**config.mk**
```make
export PLATFORM = sky130hd
export DESIGN_NAME = sigdel_mod
export DESIGN_NICKNAME = d
export VERILOG_FILES = /design/src/rtl/sigdel_mod.sv
export SDC_FILE = /design/constraint.sdc
export NUM_CORES = 1
export LEC_CHECK = 0
export CAP_MARGIN = 20
export CORE_ASPECT_RATIO = 1.1
export CORE_MARGIN = 2
export CORE_UTILIZATION = 65
export DETAILED_ROUTE_END_ITERATION = 7
export GPL_TIMING_DRIVEN = 0
export PLACE_DENSITY = 0.91
export SYNTH_ARGS = -nofsm -noshare
export SYNTH_HDL_FRONTEND = slang
export SYNTH_SLANG_ARGS = --single-unit
```
**constraint.sdc**
```tcl
create_clock -name clk -period 6.85 [get_ports clk]
set_input_delay 1.37 -clock clk [delete_from_list [all_inputs] [get_ports clk]]
set_output_delay 1.37 -clock clk [all_outputs]
set_load 0.01 [all_outputs]
```
**src/rtl/sigdel_mod.sv**
```systemverilog
// sigdel_mod: second-order 1-bit sigma-delta modulator for offset-binary PCM.
//
// Each accepted sample is modulated for OSR clock cycles. Two sample slots sit
// in front of the loop: ACTIVE (being modulated) and NEXT (queued). At the end
// of every period NEXT is promoted into ACTIVE. If NEXT is empty at that point,
// ACTIVE is held and the sticky underrun flag is raised.
//
// Handshake: a sample transfers on a rising clk edge where in_valid and
// in_ready are both high. in_ready depends only on registered state
// (NEXT empty), so it never depends combinationally on in_valid.
//
// Ports:
//   clk        rising-edge clock
//   rst        synchronous active-high reset
//   en         modulator enable (IDLE -> RUN needs en and a loaded ACTIVE)
//   in_sample  BITLEN-bit offset-binary PCM sample
//   in_valid   in_sample is valid this cycle
//   in_ready   block accepts in_sample this cycle
//   dout       registered 1-bit bitstream
//   underrun   sticky: a period ended with no sample queued
//   state_dbg  current FSM state (0 = IDLE, 1 = RUN)
module sigdel_mod #(
    parameter int BITLEN = 16,
    parameter int OSR    = 64
) (
    input  logic              clk,
    input  logic              rst,
    input  logic              en,
    input  logic [BITLEN-1:0] in_sample,
    input  logic              in_valid,
    output logic              in_ready,
    output logic              dout,
    output logic              underrun,
    output logic              state_dbg
);

    localparam int W  = BITLEN + 4;
    localparam int PW = (OSR > 1) ? $clog2(OSR) : 1;
    localparam logic [PW-1:0] PHASE_LAST = PW'(OSR - 1);

    // Integrator clamp limits and feedback magnitude, held one bit wider than
    // the integrators so the pre-saturation sums cannot wrap.
    localparam logic signed [W:0] SAT_MAX = (W+1)'((64'sd1 <<< (BITLEN + 2)) - 64'sd1);
    localparam logic signed [W:0] SAT_MIN = (W+1)'(-(64'sd1 <<< (BITLEN + 2)));
    localparam logic signed [W:0] FB_MAG  = (W+1)'(64'sd1 <<< (BITLEN - 1));

    typedef enum logic {
        IDLE = 1'b0,
        RUN  = 1'b1
    } state_t;

    state_t              state_q;
    logic [BITLEN-1:0]   active_q;
    logic [BITLEN-1:0]   next_q;
    logic                active_full;
    logic                next_full;
    logic [PW-1:0]       phase_q;
    logic signed [W-1:0] i1;
    logic signed [W-1:0] i2;
    logic                dout_q;
    logic                underrun_q;

    logic                accept;
    logic                run_step;
    logic                period_end;
    logic signed [BITLEN-1:0] x;
    logic signed [W:0]   fb;
    logic signed [W:0]   i1_sum;
    logic signed [W:0]   i2_sum;
    logic signed [W-1:0] i1_nxt;
    logic signed [W-1:0] i2_nxt;

    function automatic logic signed [W-1:0] sat(input logic signed [W:0] v);
        if (v > SAT_MAX) begin
            return SAT_MAX[W-1:0];
        end else if (v < SAT_MIN) begin
            return SAT_MIN[W-1:0];
        end else begin
            return v[W-1:0];
        end
    endfunction

    assign in_ready   = ~next_full;
    assign accept     = in_valid & ~next_full;
    assign run_step   = (state_q == RUN) && en;
    assign period_end = run_step && (phase_q == PHASE_LAST);

    // Offset binary -> two's complement is just an MSB flip.
    assign x  = {~active_q[BITLEN-1], active_q[BITLEN-2:0]};
    assign fb = dout_q ? FB_MAG : -FB_MAG;

    always_comb begin
        i1_sum = $signed({i1[W-1], i1})
               + $signed({{(W + 1 - BITLEN){x[BITLEN-1]}}, x}) - fb;
        // The second integrator consumes the first integrator's old value.
        i2_sum = $signed({i2[W-1], i2}) + $signed({i1[W-1], i1}) - fb;
        i1_nxt = sat(i1_sum);
        i2_nxt = sat(i2_sum);
    end

    always_ff @(posedge clk) begin
        if (rst) begin
            state_q     <= IDLE;
            active_q    <= '0;
            next_q      <= '0;
            active_full <= 1'b0;
            next_full   <= 1'b0;
            phase_q     <= '0;
            i1          <= '0;
            i2          <= '0;
            dout_q      <= 1'b0;
            underrun_q  <= 1'b0;
        end else begin
            // Period boundary: promote NEXT, or flag the missing sample.
            if (period_end) begin
                if (next_full) begin
                    active_q  <= next_q;
                    next_full <= 1'b0;
                end else begin
                    underrun_q <= 1'b1;
                end
            end

            // An accept only happens while NEXT is empty, so it never collides
            // with the promotion above. ACTIVE is empty only before the first
            // sample after reset; once loaded it stays loaded.
            if (accept) begin
                if (!active_full) begin
                    active_q    <= in_sample;
                    active_full <= 1'b1;
                end else begin
                    next_q    <= in_sample;
                    next_full <= 1'b1;
                end
            end

            case (state_q)
                IDLE: begin
                    i1      <= '0;
                    i2      <= '0;
                    phase_q <= '0;
                    dout_q  <= 1'b0;
                    if (en && active_full) begin
                        state_q <= RUN;
                    end
                end
                RUN: begin
                    if (!en) begin
                        state_q <= IDLE;
                        i1      <= '0;
                        i2      <= '0;
                        phase_q <= '0;
                        dout_q  <= 1'b0;
                    end else begin
                        i1      <= i1_nxt;
                        i2      <= i2_nxt;
                        dout_q  <= ~i2_nxt[W-1];
                        phase_q <= period_end ? '0 : phase_q + 1'b1;
                    end
                end
                default: state_q <= IDLE;
            endcase
        end
    end

    assign dout      = dout_q;
    assign underrun  = underrun_q;
    assign state_dbg = state_q;

endmodule

```
## Word-level counts from Yosys, hierarchy flattened

Index checks and enable logic that the tools add are counted.

| storage, ports and cells | value |
|---|---|
| logic and storage cells | 54 |
| input bits | 20 |
| output and inout bits | 4 |
| register bits after elaboration | 83 |

| cells by class | value |
|---|---|
| reduce and logical (&&, ||, !) cells | 5 |
| bitwise gates (word level) | 5 |
| $lt $le $gt $ge | 4 |
| equality and inequality tests | 1 |
| add/sub/neg operators | 5 |
| mux-type cells | 24 |

Operators with widths:

| operator | count |
|---|---|
| 20-bit 2-to-1 mux | 6 |
| 20-bit one-hot mux with 2 select lines | 2 |
| 16-bit 2-to-1 mux | 4 |
| 21-bit by 19-bit greater-than comparator with 1-bit output, second input constant | 2 |
| 21-bit by 19-bit less-than comparator with 1-bit output, second input constant | 2 |
| 21-bit subtractor | 2 |
| 20-bit by 16-bit adder with 21-bit output | 1 |
| 20-bit by 20-bit adder with 21-bit output | 1 |
| 21-bit 2-to-1 mux | 1 |
| 6-bit 2-to-1 mux | 2 |
| 6-bit one-hot mux with 2 select lines | 1 |
| 6-bit by 1-bit adder with 6-bit output, second input constant | 1 |
| 6-bit == test, second input constant | 1 |
| 1-bit 2-to-1 mux | 6 |
| 1-bit inverter | 4 |
| 1-bit one-hot mux with 2 select lines | 2 |
| 2-bit AND reduction | 2 |
| 1-bit logical AND | 3 |
| 1-bit bitwise AND | 1 |

## Logic depth before layout (Yosys ltp)

| depth | value |
|---|---|
| depth after elaboration | 8 |
| gate-level depth with buffers | 14 |
| gate-level depth less buffers | 12 |

## Worst setup path after synthesis

Ideal clock, no wire load.

| path | value |
|---|---|
| path type | reg2reg |
| start point | register dout_q (netlist: dout) |
| end point | register i2[14] |
| required time | 6.709 ns |
| path slack | 3.637 ns |
| setup time | 0.141 ns |
| period minus slack after synthesis | 3.213 ns |
| cell stages (with the launch flop) | 13 |
| arrival time | 3.072 ns |
| buffers on the path | 1 |
| cell sequence | dfxtp_1 inv_1 fa_1 inv_1 ha_1 a21o_1 a21oi_1 o31ai_1 or2_2 o211a_1 o211ai_4 buf_12 o31ai_2 |

| between the ends | value |
|---|---|
| longest elaborated chain between the ends | 7 |
| elaborated cells between the ends (all ways) | 8 |
| those cells by class | add/sub (1); order compare (2); mux (5) |

RTL lines:

| item | RTL line | text |
|---|---|---|
| start, declared | 60 | `logic dout_q;` |
| start signal, assigned | 157 | `dout_q <= ~i2_nxt[W-1];` |
| 21-bit 2-to-1 mux * | 90 | `assign fb = dout_q ? FB_MAG : -FB_MAG;` |
| 21-bit subtractor * | 96 | `i2_sum = $signed({i2[W-1], i2}) + $signed({i1[W-1], i1}) - fb;` |
| 21-bit by 19-bit less-than comparator with 1-bit output | 76 | `end else if (v < SAT_MIN) begin` |
| 20-bit 2-to-1 mux | 76 |  |
| 20-bit 2-to-1 mux * | 74 | `if (v > SAT_MAX) begin` |
| 20-bit 2-to-1 mux * | 148 | `if (!en) begin` |
| 20-bit one-hot mux with 2 select lines * | 137 | `case (state_q)` |
| end signal, assigned | 156 | `i2 <= i2_nxt;` |
| end, declared | 59 | `logic signed [W-1:0] i2;` |

Every way passes the cells marked *; elsewhere a longest branch is shown, timed or not.
A chain may end at the register's enable or synchronous reset.

## Worst setup path in the final report

Ends and elaborated chain as after synthesis.

==> impl_metrics.csv <==
group,metric,value,unit
drt,via_count,5208,
floorplan,fp.dieW,96.5,um
synthesis,synth_compound_area_share,24.4,%
critical_path,timing.critical_path.from,"dout$_SDFF_PP0_",
final_layout,nets,842,
timing,fmax,0.285,GHz
floorplan,fp.dieArea,10200,um^2
critical_path,critPathMaxStageDelay,0.58,ns
critical_path,setup.worst_path.class,"reg2reg",
synthesis,syn_area,6120,um^2
timing,maxSlewHeadroom,45.4,%
timing,min_period,3.51,ns
critical_path,critical_path_peak_fanout,10,
floorplan,die_h,106,um
synthesis,synth_fa_ha_area_share,17.1,%
synthesis,ys_ff_latch,83,
drt,drtAntennaViolNets,0,
timing,tightest_slew,0.819,ns
synthesis,synthSimpleGateAreaFrac,13.5,%
clock_network,tritoncts,"done",
critical_path,reg2reg_depth,12,
synthesis,yosysSeqAreaShare,27.2,%
min_path,worstHoldStart,"phase_q[0]$_SDFF_PP0_",
clock_network,path_clk_slew,0.08,ns
drt,first_pass_iters,6,
pwr,ir_worst_vdd,0.000172,V
place,post-dp-hpwl,10300,um
synthesis,synth_top_area_cell,"dfxtp_1",
clock_network,clk_latency,0.37,ns
place,pre_cts_ws,3.19,ns
drt,drt_wl_total,13700,um
global_route,grt_usage,29.3,%
clock_network,htree_num_levels,3,
synthesis,synth_top_cell_area_share,27.2,%
critical_path,critPathMostFrequentCell,"inv_1",
clock_network,post_cts_buffers,0,
clock_network,clock-root-buffer,"clkbuf_8",
critical_path,r2r_end,"i2[14]$_SDFF_PP0_",
timing,rsz0062_at_grt,"no",
floorplan,core_area,9260,um^2
critical_path,crit_family,"compound AO/OA/AOI/OAI gates",
timing,drv_slew,0,
timing,fin_ws,3.34,ns
final_layout,syn2layout_area_growth,9.92,%
synthesis,syn_inst,709,
drt,wl_per_cell,15.8,um
clock_network,numCtsBuffers,9,
global_route,grt_max_degree,14,
critical_path,worstSetupStartpointType,"register",
critical_path,cp_slowest_cell,"fa_1",
place,gp_congestion,0.964,
global_route,grt_antenna_before_repair,0,
final_layout,layout_common_cells,"119 x inv_1, 83 x dfxtp_1, 71 x ha_1",
critical_path,cp.arrival,3.73,ns
timing,fin_setup_tns,0,ns
critical_path,reg2reg_slack,3.34,ns
drt,viasPerCell,6.03,
clock_network,cts_buffer_depth,2,
timing,setup_viol,0,
synthesis,synth_xor_xnor_area_share,5.26,%
critical_path,crit_chain,"inv_1 > fa_1 > inv_1 > ha_1 > a21o_1 > a21oi_1 > o31ai_1 > or2_2 > o211a_1 > o211ai_4 > buf_12 > o31ai_2",
synthesis,syn_area_per_cell,8.63,um^2
global_route,grt_overflow_total,0,
clock_network,clock_sinks,83,
synthesis,synth_top_family_by_area,"compound AO/OA/AOI/OAI gates",
timing,finalCritPeriodShare,51.2,%
floorplan,rows,37,
critical_path,path_buf_inv,3,
drt,drc,0,
critical_path,crit_required,7.07,ns
floorplan,start_util,66.1,%
global_route,grt_pass1_vias,5270,
synthesis,async_reset_ff_share,0,%
pwr,p_per_area,254,nW/um^2
synthesis,synthTopCellsByArea,"dfxtp_1 27%, ha_1 15%, inv_1 7.3%",
synthesis,synth.mux.area_fraction,2.99,%
critical_path,worstSetupPathDepth,12,
floorplan,io_pins,24,
place,portBuffers,23,
clock_network,cts_hold_buf,0,
final_layout,antennaDiodeCount,0,
status,status,"finished, final reports clean",
synthesis,yosys_warnings,0,
critical_path,end_kind,"register",
clock_network,cts_resized,0,
final_layout,fill_cells,654,
timing,final-hold-violation-count,0,
min_path,min_path_type,"reg2reg",
drt,drtIter0Drc,312,
synthesis,syn_nets,808,
global_route,grt_pass1_wl,23600,um
synthesis,synth_flop_cell,"dfxtp_1",
pwr,leakage,2.92,nW
synthesis,synth_cell_type_count,75,
critical_path,rr_startpoint,"dout$_SDFF_PP0_",
run,maxCapViolations,0,
synthesis,synth_edf_count,0,
timing,fin_skew,0.00884,ns
final_layout,mostFrequentLayoutCell,"inv_1",
critical_path,worstSetupEndpoint,"i2[14]$_SDFF_PP0_",
final_layout,drive_above_1_share,9.91,%
## state kept, by name (all words and copies together) (netlist names)
signal and flops:
i1 20, active_q 16, next_full 1, dout 1, next_q 16, active_full 1, phase_q 6, state_dbg 1
underrun 1, i2 20
## worst register-to-register path: stages (launching register included)
cell and delay (ns):
dfxtp_1 0.55, inv_1 0.24, fa_1 0.58, inv_1 0.04, ha_1 0.25, a21o_1 0.17, a21oi_1 0.24, o31ai_1 0.13
or2_2 0.30, o211a_1 0.30, o211ai_4 0.30, buf_12 0.20, o31ai_2 0.07
## synthesized netlist by cell type, types with 3 or more instances
cell and instances:
nor2_1 54, o31ai_1 8, o211ai_1 5, ha_1 71
o21a_1 9, xnor2_1 17, inv_1 119, o21ai_0 14
a21oi_1 51, a31oi_1 6, and3_1 3, o31ai_2 18
clkbuf_1 14, a211oi_1 20, mux2i_1 16, nand3_1 7
and2_1 3, a41oi_1 3, nand2b_1 8, nand2_1 64
o41ai_2 4, dfxtp_1 83, a21o_1 11, o21ai_1 6
nor2b_1 5, o21bai_1 5, fa_1 8, xor2_1 16
nor3_1 4
## where the power goes
group	leakage (nW)	switching (mW)	internal (mW)
clock	0.112	0.181	0.240
combinational	2.14	0.459	0.313
sequential	0.674	0.0133	0.503
## final cells by class
cell class | count | area (um^2) | area share (%)
plain buffers | 23 | 136 | 2.03
clock buffers | 10 | 128 | 1.90
clock inverters | 5 | 103 | 1.53
inverters | 119 | 447 | 6.64
multi-input cells | 484 | 3870 | 57.6
flip-flops and latches | 83 | 1660 | 24.7
well taps | 117 | 146 | 2.18
repair buffers | 23 | 230 | 3.42
## cells by family (layout without fill, tap and decap cells)
| kind of cell | after synthesis | after routing |
|---|---|---|
| AND/OR/NAND/NOR | 168 | 168 |
| buffers and inverters | 142 | 180 |
| adder cells (fa/ha/maj) | 79 | 79 |
| XOR/XNOR | 35 | 35 |
| multiplexers | 17 | 17 |
| AO/OA/AOI/OAI | 185 | 185 |
| flip-flops | 83 | 83 |
## how the worst min path moves through the flow
| stage | end | slack (ns) | cells after the start |
|---|---|---|---|
| global route | phase_q[0]$_SDFF_PP0_ | 0.47 | 1 |
| CTS | phase_q[0]$_SDFF_PP0_ | 0.46 | 1 |
| finish | phase_q[0]$_SDFF_PP0_ | 0.45 | 1 |
| floorplan | phase_q[0]$_SDFF_PP0_ | 0.42 | 1 |
| global placement | phase_q[0]$_SDFF_PP0_ | 0.43 | 1 |
| detailed placement | phase_q[0]$_SDFF_PP0_ | 0.44 | 1 |
## metrics by stage
step                      total power [mW]  utilization (%)  instance area, um^2  std cells  hold slack, ns
final                                 1.71             72.6                 6720        864           0.453
after global routing                  1.80             72.6                 6720        864           0.471
after CTS                             1.70             72.6                 6720        864           0.458
after detailed placement              1.27             70.1                 6490        849           0.440
after global placement                1.24             70.1                 6490        849           0.430
after floorplan                       1.13                -                 6120        709           0.418
## per-layer routing
layer | vias up | wire length, um | global-route usage, %
met4 | 0 | 571 | 13.2
met3 | 54 | 701 | 6.65
met5 | - | 0 | 0
met1 | 2480 | 5410 | 33.1
met2 | 192 | 7010 | 51.5
li1 | 2482 | - | -
Power figures use the tool's default switching activity.
